**src/rtl/arith_loop_gen.sv**
```systemverilog
// arith_loop_gen: two-state (RUN/DONE) loop-index generator with counters i/j,
// a step counter that stops the loop at LIMIT, and a registered i+j sum.
// Optional feature macro: SATURATE_EN (clamp counters at 2^W-1 and raise
// sticky sat instead of wrapping modulo 2^W).
module arith_loop_gen #(
    parameter int unsigned W      = 15,
    parameter int unsigned STEP_I = 1,
    parameter int unsigned STEP_J = 1,
    parameter int unsigned LIMIT  = (1 << W) - 1
) (
    input  logic         clk,
    input  logic         rst,
    input  logic         en,
    input  logic         selector,
    output logic [W-1:0] i,
    output logic [W-1:0] j,
    output logic [W:0]   sum,
    output logic [W-1:0] steps,
    output logic         done,
    output logic         sat
);

    typedef enum logic {
        ST_RUN  = 1'b0,
        ST_DONE = 1'b1
    } state_t;

    localparam logic [W-1:0] LIMIT_V = W'(LIMIT);
    localparam logic [W-1:0] ONE_V   = W'(1);

`ifdef SATURATE_EN
    localparam logic [W:0]   STEP_I_V = (W+1)'(STEP_I);
    localparam logic [W:0]   STEP_J_V = (W+1)'(STEP_J);
    localparam logic [W-1:0] MAX_V    = {W{1'b1}};
    logic [W:0]   inc_i;
    logic [W:0]   inc_j;
`else
    localparam logic [W-1:0] STEP_I_V = W'(STEP_I);
    localparam logic [W-1:0] STEP_J_V = W'(STEP_J);
    logic [W-1:0] inc_i;
    logic [W-1:0] inc_j;
`endif

    state_t       state;
    state_t       state_nxt;
    logic [W-1:0] i_nxt;
    logic [W-1:0] j_nxt;
    logic [W:0]   sum_nxt;
    logic [W-1:0] steps_nxt;
    logic         done_nxt;
    logic         sat_nxt;

    // Next-state and datapath: accept a step in RUN when en is high
    always_comb begin
        state_nxt = state;
        i_nxt     = i;
        j_nxt     = j;
        steps_nxt = steps;
        sat_nxt   = sat;
        sum_nxt   = {1'b0, i} + {1'b0, j};
`ifdef SATURATE_EN
        inc_i     = {1'b0, i} + STEP_I_V;
        inc_j     = {1'b0, j} + STEP_J_V;
`else
        inc_i     = i + STEP_I_V;
        inc_j     = j + STEP_J_V;
`endif
        case (state)
            ST_RUN: begin
                if (en) begin
                    steps_nxt = steps + ONE_V;
`ifdef SATURATE_EN
                    if (selector) begin
                        if (inc_i[W]) begin
                            i_nxt   = MAX_V;
                            sat_nxt = 1'b1;
                        end else begin
                            i_nxt = inc_i[W-1:0];
                        end
                    end else begin
                        if (inc_j[W]) begin
                            j_nxt   = MAX_V;
                            sat_nxt = 1'b1;
                        end else begin
                            j_nxt = inc_j[W-1:0];
                        end
                    end
`else
                    if (selector) begin
                        i_nxt = inc_i;
                    end else begin
                        j_nxt = inc_j;
                    end
`endif
                    if (steps_nxt == LIMIT_V) begin
                        state_nxt = ST_DONE;
                    end
                end
            end
            ST_DONE: begin
                state_nxt = ST_DONE;
            end
            default: begin
                state_nxt = ST_RUN;
            end
        endcase
        done_nxt = (state_nxt == ST_DONE);
    end

    // State and output registers with synchronous reset
    always_ff @(posedge clk) begin
        if (rst) begin
            state <= ST_RUN;
            i     <= '0;
            j     <= '0;
            sum   <= '0;
            steps <= '0;
            done  <= 1'b0;
            sat   <= 1'b0;
        end else begin
            state <= state_nxt;
            i     <= i_nxt;
            j     <= j_nxt;
            sum   <= sum_nxt;
            steps <= steps_nxt;
            done  <= done_nxt;
            sat   <= sat_nxt;
        end
    end

endmodule

```
**config.mk**
```make
export PLATFORM = sky130hd
export DESIGN_NAME = arith_loop_gen
export DESIGN_NICKNAME = d
export VERILOG_FILES = /design/src/rtl/arith_loop_gen.sv
export SDC_FILE = /design/constraint.sdc
export NUM_CORES = 1
export LEC_CHECK = 0
export ABC_AREA = 1
export CAP_MARGIN = 20
export CORE_ASPECT_RATIO = 1.1
export CORE_MARGIN = 3
export CORE_UTILIZATION = 45
export DETAILED_ROUTE_END_ITERATION = 10
export GPL_ROUTABILITY_DRIVEN = 0
export PLACE_DENSITY = 0.67
export SETUP_SLACK_MARGIN = 0.1
export SLEW_MARGIN = 20
export SYNTH_ARGS = -nofsm -noshare
export SYNTH_HDL_FRONTEND = slang
export SYNTH_SLANG_ARGS = --single-unit
```
**constraint.sdc**
```tcl
create_clock -name clk -period 2.6 [get_ports clk]
set_clock_uncertainty 0.15 [all_clocks]
set_input_delay 0.39 -clock clk [delete_from_list [all_inputs] [get_ports clk]]
set_output_delay 0.39 -clock clk [all_outputs]
set_load 0.1 [all_outputs]
```
# == Word level (Yosys, flattened, before mapping) ==
# Cells that the tools add are included.
# op_classes
add_sub_neg,4
reduce_logical,3
n_eq_ne,1
muxes,3
bitwise,2
# ops
op,count
$add 15x1->15 const B,3
$add 15x15->16,1
$eq 15x15->1 const B,1
$reduce_and 3->1,2
$mux 1,2
$not 1->1,2
$pmux 1 s2,1
$reduce_and 2->1,1
# word_totals
ff_bits,62
input_bits,4
out_inout_bits,63
word_cells,18

# == Logic depth before layout (Yosys ltp) ==
# depth
depth_word,5
mapped_depth,11
mapped_depth_nobuf,11

# == Worst setup path after synthesis ==
# OpenSTA, ideal clock, no wires.
# synth_path
kind,reg2reg
start,reg steps[0]
end,reg state
path_stages_with_launch,9
setup_ps,71
n_path_buf,0
path_slack_ps,139
t_required_ps,2379
period_less_slack_ps,2461
t_arrival_ps,2240
path_cell_list,dfxtp_1 > ha_1 > nand2_1 > nor2_1 > nand3_1 > xor2_1 > nor2_1 > nand3_1 > a21oi_1
# synth_via
elab_chain_cells,5
# synth_lines
element,line,rtl
"start, declared",18,"output logic [W-1:0] steps,"
"start signal, assigned",125,steps <= steps_nxt;
$add 15x1->15,71,steps_nxt = steps + ONE_V;
$eq 15x15->1,95,if (steps_nxt == LIMIT_V) begin
$mux 1,95,
$mux 1,70,if (en) begin
$pmux 1 s2,68,case (state)
"end signal, assigned",121,state <= state_nxt;
"end, declared",44,state_t state;
# Every way passes these cells.
# A chain may end at the register's enable or synchronous reset.

# == Worst setup path after layout ==
# layout_path
start,reg i[0]
end,reg sum[10]
# layout_via
elab_chain_cells,1
# layout_lines
element,line,rtl
"start, declared",15,"output logic [W-1:0] i,"
"start signal, assigned",122,i <= i_nxt;
$add 15x15->16,60,"sum_nxt = {1'b0, i} + {1'b0, j};"
"end signal, assigned",124,sum <= sum_nxt;
"end, declared",17,"output logic [W:0] sum,"
# Every way passes these cells.

==> summary.txt <==
Status
  • Outcome: finished, final reports clean

Floorplan
  • Die ar.: roughly 9000 µm²
  • Die height: a little under 100 µm
  • # IOs: 67
  • Core Box Area: ~7600 µm²
  • Initial core utilization: 0.470
  • Die W: approximately 91 µm
  • Row Count: 33

Power and ir drop
  • Combinational power share: 0.147
  • Share of power burned in registers: 0.457
  • Power per cell area: about 500 nW/µm²
  • Clock power frac: 0.395
  • Switch share: 0.303
  • Cell Int Power: 0.00153 W
  • Peak supply drop: 0.000249 V
  • Static Leak: 2.08 nW
  • NetSw: between 0.0006 and 0.0007 W

Logic synthesis
  • Number of synthesized flops with an enable pin: 0
  • Main synth FF type: dfxtp_1
  • Area leader, netlist: dfxtp_1
  • Seq/Total Area, Yosys: 0.350
  • Yosys top cell area share: 0.350
  • Ys async rst share: 0
  • Count of different cell masters after synthesis: 38
  • Synth Instances: between 500 and 600
  • Syn nets: between 500 and 600
  • Seq cells post-synth: between 60 and 70
  • Top post-synthesis cells by area: dfxtp_1 (35%), nand2_1 (12%), a21oi_1 (6.9%)
  • Mapped Area: between 3000 and 4000 µm²
  • Syn. warnings: 0
  • Synthesized area per cell: between 7 and 8 µm²

Min path
  • Worst min path class: flop to flop

Clock tree
  • CTS Buf Count: 9
  • CTS Buffer Depth: 2
  • Cts hold-fix bufs: 0
  • Postcts setup bufs: 0
  • CTS tree: built
  • PostCTS Resize Cnt: 0
  • H-tree levels: 3
  • Clock Latency Late Sink: 0.34 ns
  • Clock-pin slew on the worst setup and hold paths: 0.07 ns
  • Root Driver: clkbuf_8
  • CTS Sinks: slightly above 60

STA
  • Fmax: about 470 MHz
  • TNS Setup: 0 ns
  • Post-layout min period: roughly 2.1 ns
  • Period utilization: 0.818
  • RSZ-0062 raised after global routing: no
  • Setup ws final: between 0.4 and 0.5 ns
  • Number of hold violations in the final report: 0
  • Setup violators final: 0
  • Final Max Tran Viols: 0

Route
  • DRC: 0
  • Via density: 5.15
  • DR iter-0 viols: ~150
  • DR vias: between 3000 and 4000
  • DRT antenna net count: 0
  • WL/cell: 13.2 µm
  • Routed WL: 9060 µm
  • First-pass iteration count of the detailed router: 4

Critical path
  • Crit path max-delay family: adder cells
  • Crit start category: flop
  • Critical Path AT: roughly 2.3 ns
  • WP buf/inv: 0
  • CP Capture Type: flop
  • CP max stage cell: fa_1
  • Crit Path Category: flop to flop
  • Worst path most repeated cell: nand2_1
  • Crit-path max FO: 5
  • Crit-path cells: ha_1, fa_1, nand3_1, nand2_1, nand2_1, nand2_1, a21o_1, a21oi_1, o21a_1
  • Max stage delay on crit path: 0.42 ns
  • CP Data Required Time: ~2.7 ns

Place
  • IO buf count: between 60 and 70
  • Dpl ws: between 0.3 and 0.4 ns
  • Hpwl dp: ~6900 µm

Global routing
  • Initial antenna violation count: 0
  • Total track usage: 0.215
  • Vias in the first global route: approximately 3400
  • Global-route wire length before repair: around 16000 µm
  • Total gr overflow: 0
  • Largest net degree at the start of global routing: 27

Layout
  • Fill cells: roughly 740
  • Ratio of cells with drive above 1 in the final layout: 0.174
  • Area delta synth->final: 23.2%
  • Antenna diodes: 0
  • Multi-input gate area: between 2000 and 2500 µm²
  • Register area: roughly 1200 µm²
  • Layout Nets: 600

Job
  • Max Cap Viol: 0
[state kept, by name, summed over array words and instances, names as in the netlist]
register	cells
i	15
steps	15
j	15
state	1
sum	16
[placed cells by master (no fill, tap or decap), drive strengths merged, types with 2 or more instances in the layout]
master,count
nor3b,4
nor3,13
buf,65
a21oi,49
inv,62
nor2,64
dfxtp,62
a31oi,4
o21a,4
clkinv,4
o21bai,3
o21ai,38
clkdlybuf4s50,3
clkbuf,12
a21o,4
nand3,26
nand4,11
o211ai,2
nand2,117
ha,19
xor2,7
[tightest hold or removal path, stage by stage (launching register included)]
cell     delay, ns
dfxtp_1       0.34
nor2_1        0.11
nor2_1        0.05
[final timing paths]
path         start       to  slack, ns  cells after the start
max           i[0]  sum[10]       0.47                      9
min reg2reg  j[14]    j[14]       0.38                      2
min          j[14]    j[14]       0.38                      2
max reg2reg   i[0]  sum[10]       0.47                      9
[layout make-up]
type,instances,share of cell area
Inverter,63,0.0544
Tap cell,105,0.0300
Multi-Input combinational cell,372,0.465
Sequential cell,62,0.284
Clock inverter,4,0.0103
Timing Repair Buffer,68,0.121
Clock buffer,12,0.0355
[kinds of logic (layout without fill, tap and decap cells)]
| logic type | Yosys count | after routing | share of synthesized area |
|---|---|---|---|
| adder cells (fa/ha/maj) | 20 | 20 | 0.0726 |
| other | 1 | 1 | 0.00106 |
| buffers and inverters | 72 | 147 | 0.0776 |
| flip-flops | 62 | 62 | 0.350 |
| AO/OA/AOI/OAI | 107 | 107 | 0.164 |
| AND/OR/NAND/NOR | 236 | 236 | 0.315 |
| XOR/XNOR | 8 | 8 | 0.0197 |
[synth_stat cells (all sizes together) (3+ instances only)]
cell,number
xor2,7
a21o,4
nand2,117
nand4,11
o21a,4
nor3b,4
clkbuf,7
o21bai,3
ha,19
inv,62
a31oi,4
a21oi,49
nand3,26
nor3,13
nor2,64
dfxtp,62
o21ai,38
[stage by stage]
stage	area (µm²)	total power, W	cells	utilization	hold slack [ns]
after floorplan	3550	0.00128	506	-	0.439
after global placement	4170	0.00135	670	0.552	0.363
after detailed placement	4170	0.00135	670	0.552	0.368
after CTS	4370	0.00222	686	0.579	0.379
after global routing	4370	0.00229	686	0.579	0.400
final	4370	0.00220	686	0.579	0.380
[power by group through the flow]
stage          combinational, W  clock, W  sequential (W)
2_1_floorplan         0.0000939         0         0.00118
3_3_place_gp           0.000323         0         0.00103
3_5_place_dp           0.000325         0         0.00103
4_1_cts                0.000326  0.000885         0.00100
5_1_grt                0.000345  0.000937         0.00101
6_report               0.000324  0.000868         0.00100
[per-layer routing]
metal | global-route usage | vias up | part of all wire
met5 | 0 | - | 0
met3 | 0.0484 | 20 | 0.047
met2 | 0.363 | 83 | 0.48
met4 | 0.0789 | 0 | 0.025
met1 | 0.268 | 1622 | 0.45
li1 | - | 1805 | -
Power figures use the tool's default switching activity.
